[src/rtl/tick_gen_multi.sv]
// Programmable clock divider producing a square slow_clk and a one-cycle tick,
// with up/down speed select, pause, single step and clear.
module tick_gen_multi #(
   parameter int unsigned BASE_HALF  = 500000,
   parameter int unsigned NUM_SPEEDS = 4,
   parameter int unsigned CNT_W      = 32,
   parameter bit          WRAP       = 1'b1,
   parameter int unsigned IDX_W      = $clog2(NUM_SPEEDS)
) (
   input  logic             clk,
   input  logic             reset_n,
   input  logic             speed_up_i,
   input  logic             speed_dn_i,
   input  logic             pause_i,
   input  logic             step_i,
   input  logic             clear_i,
   output logic             slow_clk,
   output logic             tick,
   output logic             clear_o,
   output logic             paused_o,
   output logic [IDX_W-1:0] speed_idx_o
);

   localparam int CMD_UP    = 0;
   localparam int CMD_DN    = 1;
   localparam int CMD_PAUSE = 2;
   localparam int CMD_STEP  = 3;
   localparam int CMD_CLEAR = 4;
   localparam int NUM_CMD   = 5;

   localparam logic [IDX_W-1:0] MAX_IDX = IDX_W'(NUM_SPEEDS - 1);

   logic [NUM_CMD-1:0] cmd;
   logic [NUM_CMD-1:0] cmd_rise;

   assign cmd = {clear_i, step_i, pause_i, speed_dn_i, speed_up_i};

   // History resets to 1 so a level already high at reset release is not an edge.
   generate
      for (genvar gi = 0; gi < NUM_CMD; gi++) begin : g_edge
         logic hist_reg;
         always_ff @(posedge clk or negedge reset_n) begin
            if (!reset_n) hist_reg <= 1'b1;
            else          hist_reg <= cmd[gi];
         end
         assign cmd_rise[gi] = cmd[gi] & ~hist_reg;
      end
   endgenerate

   logic [CNT_W-1:0] counter_reg, counter_next;
   logic             slow_reg, slow_next;
   logic             tick_reg, tick_next;
   logic             clear_reg, clear_next;
   logic             paused_reg, paused_next;
   logic [IDX_W-1:0] idx_reg, idx_next;
   logic [CNT_W-1:0] limit;
   logic [CNT_W-1:0] limit_m1;
   logic             toggle;

   assign limit    = CNT_W'(BASE_HALF) >> idx_reg;
   assign limit_m1 = limit - CNT_W'(1);

   always_comb begin
      counter_next = counter_reg;
      slow_next    = slow_reg;
      tick_next    = 1'b0;
      clear_next   = 1'b0;
      idx_next     = idx_reg;
      toggle       = 1'b0;
      // The post-toggle pause state governs everything else in this cycle.
      paused_next  = paused_reg ^ cmd_rise[CMD_PAUSE];

      if (cmd_rise[CMD_CLEAR]) begin
         counter_next = '0;
         slow_next    = 1'b0;
         idx_next     = '0;
         clear_next   = 1'b1;
      end else begin
         if (!paused_next) begin
            if (counter_reg >= limit_m1) begin
               counter_next = '0;
               toggle       = 1'b1;
            end else begin
               counter_next = counter_reg + CNT_W'(1);
            end
         end else if (paused_reg && cmd_rise[CMD_STEP] && !cmd_rise[CMD_PAUSE]) begin
            counter_next = '0;
            toggle       = 1'b1;
         end

         if (toggle) begin
            slow_next = ~slow_reg;
            tick_next = ~slow_reg;
         end

         if (!paused_next && cmd_rise[CMD_UP] && !cmd_rise[CMD_DN]) begin
            if (idx_reg == MAX_IDX) idx_next = WRAP ? '0 : MAX_IDX;
            else                    idx_next = idx_reg + IDX_W'(1);
         end else if (!paused_next && cmd_rise[CMD_DN] && !cmd_rise[CMD_UP]) begin
            if (idx_reg == '0) idx_next = WRAP ? MAX_IDX : '0;
            else               idx_next = idx_reg - IDX_W'(1);
         end
      end
   end

   always_ff @(posedge clk or negedge reset_n) begin
      if (!reset_n) begin
         counter_reg <= '0;
         slow_reg    <= 1'b0;
         tick_reg    <= 1'b0;
         clear_reg   <= 1'b0;
         paused_reg  <= 1'b0;
         idx_reg     <= '0;
      end else begin
         counter_reg <= counter_next;
         slow_reg    <= slow_next;
         tick_reg    <= tick_next;
         clear_reg   <= clear_next;
         paused_reg  <= paused_next;
         idx_reg     <= idx_next;
      end
   end

   assign slow_clk    = slow_reg;
   assign tick        = tick_reg;
   assign clear_o     = clear_reg;
   assign paused_o    = paused_reg;
   assign speed_idx_o = idx_reg;

endmodule

[config.mk]
export PLATFORM = sky130hd
export DESIGN_NAME = tick_gen_multi
export DESIGN_NICKNAME = d
export VERILOG_FILES = /design/src/rtl/tick_gen_multi.sv
export SDC_FILE = /design/constraint.sdc
export NUM_CORES = 1
export LEC_CHECK = 0
export ABC_CLOCK_PERIOD_IN_PS = 3120
export CORE_MARGIN = 5
export CORE_UTILIZATION = 61
export DETAILED_ROUTE_END_ITERATION = 10
export PLACE_DENSITY = 0.8
export SLEW_MARGIN = 15
export SYNTH_ARGS = -nofsm -noshare
export SYNTH_HDL_FRONTEND = slang
export SYNTH_SLANG_ARGS = --single-unit
[constraint.sdc]
create_clock -name clk -period 3.12 [get_ports clk]
set_clock_uncertainty 0.05 [all_clocks]
set_input_delay 0.624 -clock clk [delete_from_list [all_inputs] [get_ports clk]]
set_output_delay 0.624 -clock clk [all_outputs]
set_load 0.02 [all_outputs]
# Word-level counts from Yosys, hierarchy flattened
# Cells that the tools add are included.
[totals]
output_inout_bits = 6
reg_bits = 43
[op_classes]
bitwise = 12
shifts = 1
n_mux = 18
n_eq_ne = 2
n_addsub = 4
reduce_logical = 13
magnitude_cmp = 1
[op_table]
columns = ["cell", "count"]
rows = [
  ["2-to-1 mux 32 bit", 4],
  ["adder 32 x 1 -> 32 bit, second input constant", 1],
  [">= comparator 32 bit", 1],
  [">> shifter 19 x 2 -> 32 bit, first input constant", 1],
  ["subtractor 32 x 1 -> 32 bit, second input constant", 1],
  ["2-to-1 mux 2 bit", 5],
  ["2-to-1 mux 1 bit", 9],
  ["logical AND 1 bit", 6],
  ["NOT 1 bit", 6],
  ["bitwise AND 1 bit", 5],
  ["zero test 1 bit", 4],
  ["inequality test 3 x 2 -> 1 bit, second input constant", 1],
  ["nonzero test 3 bit", 1],
  ["adder 2 x 1 -> 2 bit, second input constant", 1],
  ["equality test 2 bit, second input constant", 1],
  ["zero test 2 bit", 1],
  ["nonzero test 2 bit", 1],
  ["subtractor 2 x 1 -> 2 bit, second input constant", 1],
  ["XOR 1 bit", 1],
]

# Longest topological paths before layout
# Gate-level depths: netlist of run 1.
[logic_depth]
ltp_word = 9
depth_mapped = 12

# Worst setup path after synthesis of run 1
# Ideal clock, no wire load.
[synth_path]
path_kind = "reg2reg"
startpoint = "register idx_reg[0], in the netlist speed_idx_o[0]"
endpoint = "register counter_reg[20]"
setup_slack_ns = 0.123
path_stages_with_launch = 11
path_buffers = 0
period_less_slack_ns = 2.997
setup_ns = 0.083
arrival_ns = 2.864
required_time_ns = 2.987
cell_sequence = "dfrtp_1 inv_1 ha_1 inv_1 ha_1 and2_2 a221o_1 a222oi_1 nand3_2 or4_1 o21ai_0"
[synth_between]
elab_chain_len = 6
[synth_rtl]
columns = ["element", "line", "rtl"]
rows = [
  ["start, declared", "55", "logic [IDX_W-1:0] idx_reg, idx_next;"],
  ["start signal, assigned", "120", "idx_reg <= idx_next;"],
  [">> shifter 19 x 2 -> 32 bit", "60", "assign limit = CNT_W'(BASE_HALF) >> idx_reg;"],
  ["subtractor 32 x 1 -> 32 bit", "61", "assign limit_m1 = limit - CNT_W'(1);"],
  [">= comparator 32 bit", "80", "if (counter_reg >= limit_m1) begin"],
  ["2-to-1 mux 32 bit", "80", ""],
  ["2-to-1 mux 32 bit", "79", "if (!paused_next) begin"],
  ["2-to-1 mux 32 bit", "73", "if (cmd_rise[CMD_CLEAR]) begin"],
  ["end signal, assigned", "115", "counter_reg <= counter_next;"],
  ["end, declared", "50", "logic [CNT_W-1:0] counter_reg, counter_next;"],
]
# Every way passes these cells.
# A chain may end at the register's enable or synchronous reset.

# Final worst setup path of run 1
# Same ends and word-level chain as after synthesis.

==> metrics.csv, run 1 <==
stage,metric,value,unit
layout,register area,1082,µm²
floorplan,initial core utilization,0.6400,
layout,post-layout util,0.7382,
placed_design,Post-DP HPWL,5.801,mm
floorplan,row cnt,25,
placed_design,Post-DP Area,3423,µm²
floorplan,Die Y,81.09,µm
clock_tree,htree depth,2,
synthesis,xor-xnor portion of the synthesized cell area,0.04505,
power,Leak,1.590,nW
power,Cell Pwr Density,530.8,nW/µm²
floorplan,Die Width,81.09,µm
synthesis,"EDFF count, synth",0,
synthesis,multiplexer share of the synthesized area,0.01015,
layout,area of the multi-input gates,1973,µm²
routing,DRC Markers,0,
run,max cap viols,0,
worst_setup_path,Setup Crit Path Kind,flip-flop to flip-flop,
synthesis,largest family of logic cells by synthesized area,simple AND/OR/NAND/NOR gates,
timing,WHS,0.4239,ns
global_route,vias in the first global route,2680,
global_route,global-route wire length before repair,13.06,mm
synthesis,Synth Warn #,0,
synthesis,Synth Flop Type,dfrtp_1,
routing,WL per Instance,17.43,µm
routing,total number of vias,2749,
synthesis,share of the yosys chip area belonging to registers,0.3511,
clock_tree,Max Root-Sink Buffers,2,
worst_setup_path,Reg2Reg Capture Point,counter_reg[20],
synthesis,Cells after Synth,339,
layout,P&R area growth vs syn,15.34,%
synthesis,post-synthesis adder-cell area fraction,0.1623,
timing,crit share post-route,0.9539,
synthesis,Synth Area in Simple Gates,0.2277,
timing,Max-slew headroom,0.3589,
clock_tree,Root Buffer,clkbuf_8,
worst_setup_path,CP Data Arrival Time,3.15,ns
global_route,pin count of the biggest net entering global routing,44,
synthesis,mapped cell area,3083,µm²
layout,max reg flops,32,
clock_tree,"Hold-fix buffers, CTS",0,
floorplan,full die area,6576,µm²
min_path,Tightest Hold Check Type,primary input to async pin,
clock_tree,CTS tree,done,
worst_setup_path,CP endpoint kind,flip-flop,
synthesis,async set-reset flop share out of synthesis,1.000,
layout,Inserted Diodes,0,
worst_setup_path,crit-path max FO,6,
synthesis,Yosys cell types,56,
placed_design,IO Port Bufs,12,
timing,Worst-Margin Slew,0.9617,ns
routing,Detail Route Antenna Nets,0,
placed_design,dpl ws,0.05899,ns
routing,via-per-instance ratio,6.136,
floorplan,io pins,13,
global_route,GRT Total Usage,0.2610,
layout,final instance area,3556,µm²
routing,Detailed Route WL,7.809,mm
worst_setup_path,startpoint types,flip-flop,
clock_tree,CTS sink cnt,43,
routing,DR iter-0 viols,329,
power,VDD IR-drop max,0.4619,mV
layout,"commonest non-fill, non-tap cells in the layout","ha_1, dfrtp_1, a21oi_1",
timing,setup TNS,0,ns
timing,Final Hold Fails,0,
synthesis,"FF+latch count, synth",43,
clock_tree,clk_lat worst skew,0.30,ns
layout,# fillers,393,
synthesis,Compound-Gate Fraction of Synth Area,0.1688,
timing,Final WS setup,0.1439,ns
timing,max-slew violation count,0,
layout,"most common cell after layout, fill and taps aside",ha_1,
worst_setup_path,Reg2Reg Setup Slack,0.14,ns
synthesis,syn avg cell area,9.094,µm²
placed_design,routability congestion estimate,0.8959,
clock_tree,TritonCTS buffer count,5,
timing,f_max,336.0,MHz
floorplan,Core Area,4817,µm²
global_route,initial antenna violation count,0,
timing,final setup violation count,0,
worst_setup_path,FF-to-FF path depth,12,
clock_tree,clock slew at reported path FFs,0.09,ns
layout,Final nets,427,
run_status,outcome,completed,
timing,post-route minimum period,2.976,ns
routing,DRT Pass-1 Iters,4,
worst_setup_path,CP required,3.29,ns
global_route,GR Overflow Total,0,
layout,share of cells above drive strength 1,0.1207,
worst_setup_path,reg-to-reg startpoint,speed_idx_o[0],
## synthesized netlist by cell type, types with 2 or more instances
master | number | share of area
clkbuf_1 | 8 | 0.0097
or4_1 | 2 | 0.0049
and4_1 | 3 | 0.0085
o21ai_0 | 7 | 0.011
a221o_1 | 4 | 0.013
o31ai_1 | 6 | 0.015
o21a_1 | 2 | 0.0049
a211o_1 | 2 | 0.0057
a21oi_1 | 31 | 0.050
nand2_1 | 28 | 0.034
buf_2 | 2 | 0.0032
xor2_1 | 3 | 0.0085
nor3_1 | 16 | 0.026
nor2_1 | 22 | 0.027
nand3_1 | 19 | 0.031
nand4_1 | 11 | 0.022
o2bb2ai_1 | 4 | 0.011
dfstp_2 | 5 | 0.043
xnor2_1 | 11 | 0.031
nor4_1 | 6 | 0.012
and3_1 | 4 | 0.0081
a21o_1 | 2 | 0.0049
ha_1 | 40 | 0.16
nor2b_1 | 5 | 0.010
mux2i_1 | 2 | 0.0065
inv_1 | 17 | 0.021
a22o_1 | 3 | 0.0085
dfrtp_1 | 38 | 0.31
a31oi_1 | 6 | 0.012
nand2b_1 | 3 | 0.0061
or3_1 | 2 | 0.0041
## metrics by stage
step,power [mW],instances
after floorplan,1.169,352
after global placement,1.454,438
after detailed placement,1.485,438
after CTS,1.856,446
after global routing,2.008,448
final,1.887,448
## what timing repair did
| item | in CTS | in global routing |
|---|---|---|
| endpoints found under the setup margin | 0 | 19 |
| resized for setup | 0 | 6 |
| setup buffers | 0 | 2 |
## worst max path at each step
stage | startpoint | cells past startpoint | slack, ns | to
6_report | speed_idx_o[0] | 12 | 0.14 | counter_reg[20]
5_1_grt | speed_idx_o[0] | 12 | -0.06 | counter_reg[20]
4_1_cts | speed_idx_o[1] | 11 | 0.04 | counter_reg[23]
3_5_place_dp | speed_idx_o[1] | 11 | 0.06 | counter_reg[23]
3_3_place_gp | speed_idx_o[1] | 11 | 0.19 | counter_reg[23]
2_1_floorplan | speed_idx_o[0] | 10 | 0.12 | counter_reg[20]
## report_power, final
group / internal, mW / switching [mW] / leakage [nW]
Clock: 0.179 / 0.199 / 0.0482
Combinational: 0.339 / 0.516 / 0.968
Sequential: 0.607 / 0.0475 / 0.574
Total: 1.13 / 0.762 / 1.59
## critical path, cell delays in order, from the launching register on
cell	delay (ns)
dfrtp_1	0.40
inv_1	0.14
ha_1	0.21
inv_1	0.06
ha_1	0.27
ha_1	0.29
a21oi_1	0.13
a21oi_1	0.08
o211ai_1	0.34
a21oi_2	0.16
buf_4	0.19
or4_1	0.49
o21ai_0	0.09
## per-layer routing
metal | up-vias | part of all wire | global-route usage
met5 | - | 0 | 0
met2 | 95 | 0.48 | 0.4253
met3 | 13 | 0.068 | 0.03659
li1 | 1325 | - | -
met4 | 0 | 0.011 | 0.07939
met1 | 1316 | 0.44 | 0.3606
## kinds of logic after synthesis
group / after synthesis
other cells: 1
xor+xnor: 15
fa+ha+maj: 40
compound gates: 78
flops: 43
buf+inv: 27
simple gates: 132
mux: 3
## final cells by class
type,count,share of cell area
Tap cell,67,0.02357
Clock inverter,1,0.001407
Multi-Input combinational cell,282,0.5549
Timing Repair Buffer,31,0.07354
Clock buffer,7,0.02428
Sequential cell,43,0.3044
Inverter,17,0.01795
Power figures use the tool's default switching activity.
==> inputs of run 2 (changes only) <==
--- a/config.mk
+++ b/config.mk
@@ -9,4 +9,5 @@
 export CORE_MARGIN = 5
 export CORE_UTILIZATION = 61
+export CTS_CLUSTER_SIZE = 25
 export DETAILED_ROUTE_END_ITERATION = 10
 export PLACE_DENSITY = 0.8
==> constraint.sdc (replaced) <==
create_clock -name clk -period 3.12 [get_ports clk]
set_clock_uncertainty 0.05 [all_clocks]
set_input_delay 0.312 -clock clk [delete_from_list [all_inputs] [get_ports clk]]
set_output_delay 0.312 -clock clk [all_outputs]
set_load 0.02 [all_outputs]
==> metrics.csv, run 2 (synthesized netlist as in run 1, its figures left out) <==
stage,metric,value,unit,change
run_status,outcome,completed,,unchanged
power,Sw Ratio,0.4097,,was 0.4038
layout,# fillers,402,,was 393
timing,crit share post-route,0.9458,,was 0.9539
routing,DRT Pass-1 Iters,5,,was 4
placed_design,IO Port Bufs,12,,unchanged
routing,total number of vias,2781,,was 2749
timing,final setup violation count,0,,unchanged
worst_setup_path,CP endpoint kind,flip-flop,,unchanged
clock_tree,CTS sink cnt,43,,unchanged
layout,Inserted Diodes,0,,unchanged
timing,f_max,338.9,MHz,was 336.0 MHz
worst_setup_path,CP required,3.30,ns,was 3.29 ns
clock_tree,"Hold-fix buffers, CTS",0,,unchanged
power,Psw,0.7704,mW,was 0.7622 mW
worst_setup_path,Setup Crit Path Kind,flip-flop to flip-flop,,unchanged
power,Cell Pwr Density,531.1,nW/µm²,was 530.8 nW/µm²
global_route,met3 GRT Util,0.05100,,was 0.03659
power,Seq pwr share,0.351,,was 0.347
clock_tree,Root Buffer,clkbuf_8,,unchanged
worst_setup_path,crit-path max FO,5,,was 6
floorplan,Die Width,81.09,µm,unchanged
power,Leak,1.583,nW,was 1.590 nW
clock_tree,CTS tree,done,,unchanged
global_route,GR Util met1,0.3579,,was 0.3606
placed_design,Post-Place Cells,436,,was 438
worst_setup_path,Top delay family on crit path,simple AND/OR/NAND/NOR gates,,was compound AO/OA/AOI/OAI gates
global_route,GR peak layer,met2,,unchanged
clock_tree,TritonCTS buffer count,5,,unchanged
routing,DR iter-0 viols,261,,was 329
global_route,initial antenna violation count,0,,unchanged
min_path,Tightest Hold Check Type,primary input to async pin,,unchanged
layout,"commonest non-fill, non-tap cells in the layout","ha_1, dfrtp_1, a21oi_1",,unchanged
global_route,GR Overflow Total,0,,unchanged
routing,Detail Route Antenna Nets,0,,unchanged
routing,WL per Instance,17.19,µm,was 17.43 µm
floorplan,row cnt,25,,unchanged
timing,post-route minimum period,2.951,ns,was 2.976 ns
timing,setup TNS,0,ns,unchanged
clock_tree,htree depth,2,,unchanged
clock_tree,clk_lat worst skew,0.30,ns,about the same
power,Comb pwr share,0.459,,was 0.453
floorplan,io pins,13,,unchanged
global_route,GRT Total Usage,0.2612,,was 0.2610
timing,Worst-Margin Slew,0.9698,ns,was 0.9617 ns
layout,max reg flops,32,,unchanged
run,max cap viols,0,,unchanged
placed_design,Post-DP HPWL,5.751,mm,was 5.801 mm
worst_setup_path,CP Data Arrival Time,3.13,ns,was 3.15 ns
layout,Final nets,428,,was 427
layout,P&R area growth vs syn,14.85,%,was 15.34%
global_route,pin count of the biggest net entering global routing,44,,unchanged
timing,Max-slew headroom,0.3535,,was 0.3589
worst_setup_path,WP buf/inv,4,,was 3
global_route,met2 Use GR,0.4080,,was 0.4253
worst_setup_path,startpoint types,flip-flop,,unchanged
layout,share of cells above drive strength 1,0.1309,,was 0.1207
floorplan,Die Y,81.09,µm,unchanged
routing,via-per-instance ratio,6.194,,was 6.136
worst_setup_path,Critical-path top delay cell,dfrtp_2,,was or4_1
worst_setup_path,Slowest Stage Delay on Critical Path,0.45,ns,was 0.49 ns
power,P_int,1.110,mW,was 1.125 mW
layout,Layout Cells excl Fill,449,,was 448
clock_tree,clock slew at reported path FFs,0.08,ns,was 0.09 ns
global_route,vias in the first global route,2761,,was 2680
power,VDD IR-drop max,0.4297,mV,was 0.4619 mV
timing,max-slew violation count,0,,unchanged
floorplan,initial core utilization,0.6400,,unchanged
clock_tree,Max Root-Sink Buffers,2,,unchanged
worst_setup_path,CP cell instances,inv_2 -> ha_1 -> inv_1 -> ha_1 -> and2_2 -> a221o_1 -> a222oi_1 -> buf_4 -> nand3_2 -> buf_4 -> or4_1 -> o21ai_0,,was inv_1 -> ha_1 -> inv_1 -> ha_1 -> ha_1 -> a21oi_1 -> a21oi_1 -> o211ai_1 -> a21oi_2 -> buf_4 -> or4_1 -> o21ai_0
floorplan,Core Area,4817,µm²,unchanged
layout,register area,1084,µm²,was 1082 µm²
timing,WHS,0.1132,ns,was 0.4239 ns
layout,area of the multi-input gates,1959,µm²,was 1973 µm²
routing,Detailed Route WL,7.717,mm,was 7.809 mm
floorplan,full die area,6576,µm²,unchanged
placed_design,routability congestion estimate,0.9546,,was 0.8959
timing,Final Hold Fails,0,,unchanged
global_route,global-route wire length before repair,13.19,mm,was 13.06 mm
routing,DRC Markers,0,,unchanged
layout,"most common cell after layout, fill and taps aside",ha_1,,unchanged
power,clock power share,0.190,,was 0.200
run 2: changes by cell type in the layout (fill, tap and decap cells not counted), sizes merged:
cell / change
clkbuf: -1
buf: +1
clkinvlp: +1
run 2: metal layers:
layer / part of all wire / wire length [µm]
met3: 0.051 / 395
met2: 0.46 / 3572
met5: 0 / 0
met4: 0.019 / 147
met1: 0.47 / 3602
run 2: worst reg2reg max path: cells and delay by family, from the launching register on:
kind / cells / cell delay (ns)
buffers and inverters: 4 / 0.53
AND/OR/NAND/NOR: 3 / 0.72
flip-flops: 1 / 0.45
adder cells (fa/ha/maj): 2 / 0.43
AO/OA/AOI/OAI: 3 / 0.70
run 2: per-stage QoR:
stage	power (mW)	area, µm²	setup slack, ns	util
floorplan	1.169	3132	0.1233	-
global placement	1.448	3408	0.1352	0.7075
detailed placement	1.480	3408	0.01180	0.7075
CTS	1.858	3508	0.03093	0.7283
global route	2.020	3541	-0.01243	0.7351
finish	1.881	3541	0.1691	0.7351
run 2: power by group through the flow:
stage	sequential (mW)	clock [mW]	combinational (mW)
5_1_grt	0.667	0.397	0.956
4_1_cts	0.658	0.369	0.831
3_5_place_dp	0.669	0	0.811
6_report	0.660	0.358	0.863
2_1_floorplan	0.697	0	0.472
3_3_place_gp	0.664	0	0.784
run 2: final timing paths:
check,start,slack [ns],cells past startpoint,end
min in group clk,step_i,0.37,1,g_edge[3].hist_reg
hold reg to reg,counter_reg[0],0.48,1,counter_reg[0]
max in group asynchronous,reset_n,2.24,1,speed_idx_o[0]
setup / recovery,speed_idx_o[0],0.17,12,counter_reg[20]
hold / removal,reset_n,0.11,1,counter_reg[4]
setup reg to reg,speed_idx_o[0],0.17,12,counter_reg[20]
run 2: repair_timing:
item / in CTS / in global routing
endpoints found under the setup margin: 1 / 33
resized for setup: 0 / 6
pin swaps: 1 / 2
buffers inserted: 2 / 3
run 2: cell type report:
type,count,share of cell area
clock buffers,6,0.02049
multi-input cells,282,0.5534
repair buffers,32,0.07491
flip-flops and latches,43,0.3060
inverters,17,0.01802
well taps,67,0.02367
clock inverters,2,0.003534
==> inputs of run 3 (changes only) <==
CAP_MARGIN = 5   (was not set)
==> results of run 3 <==
Final layout, timing and power as in run 2 (identical DEF).
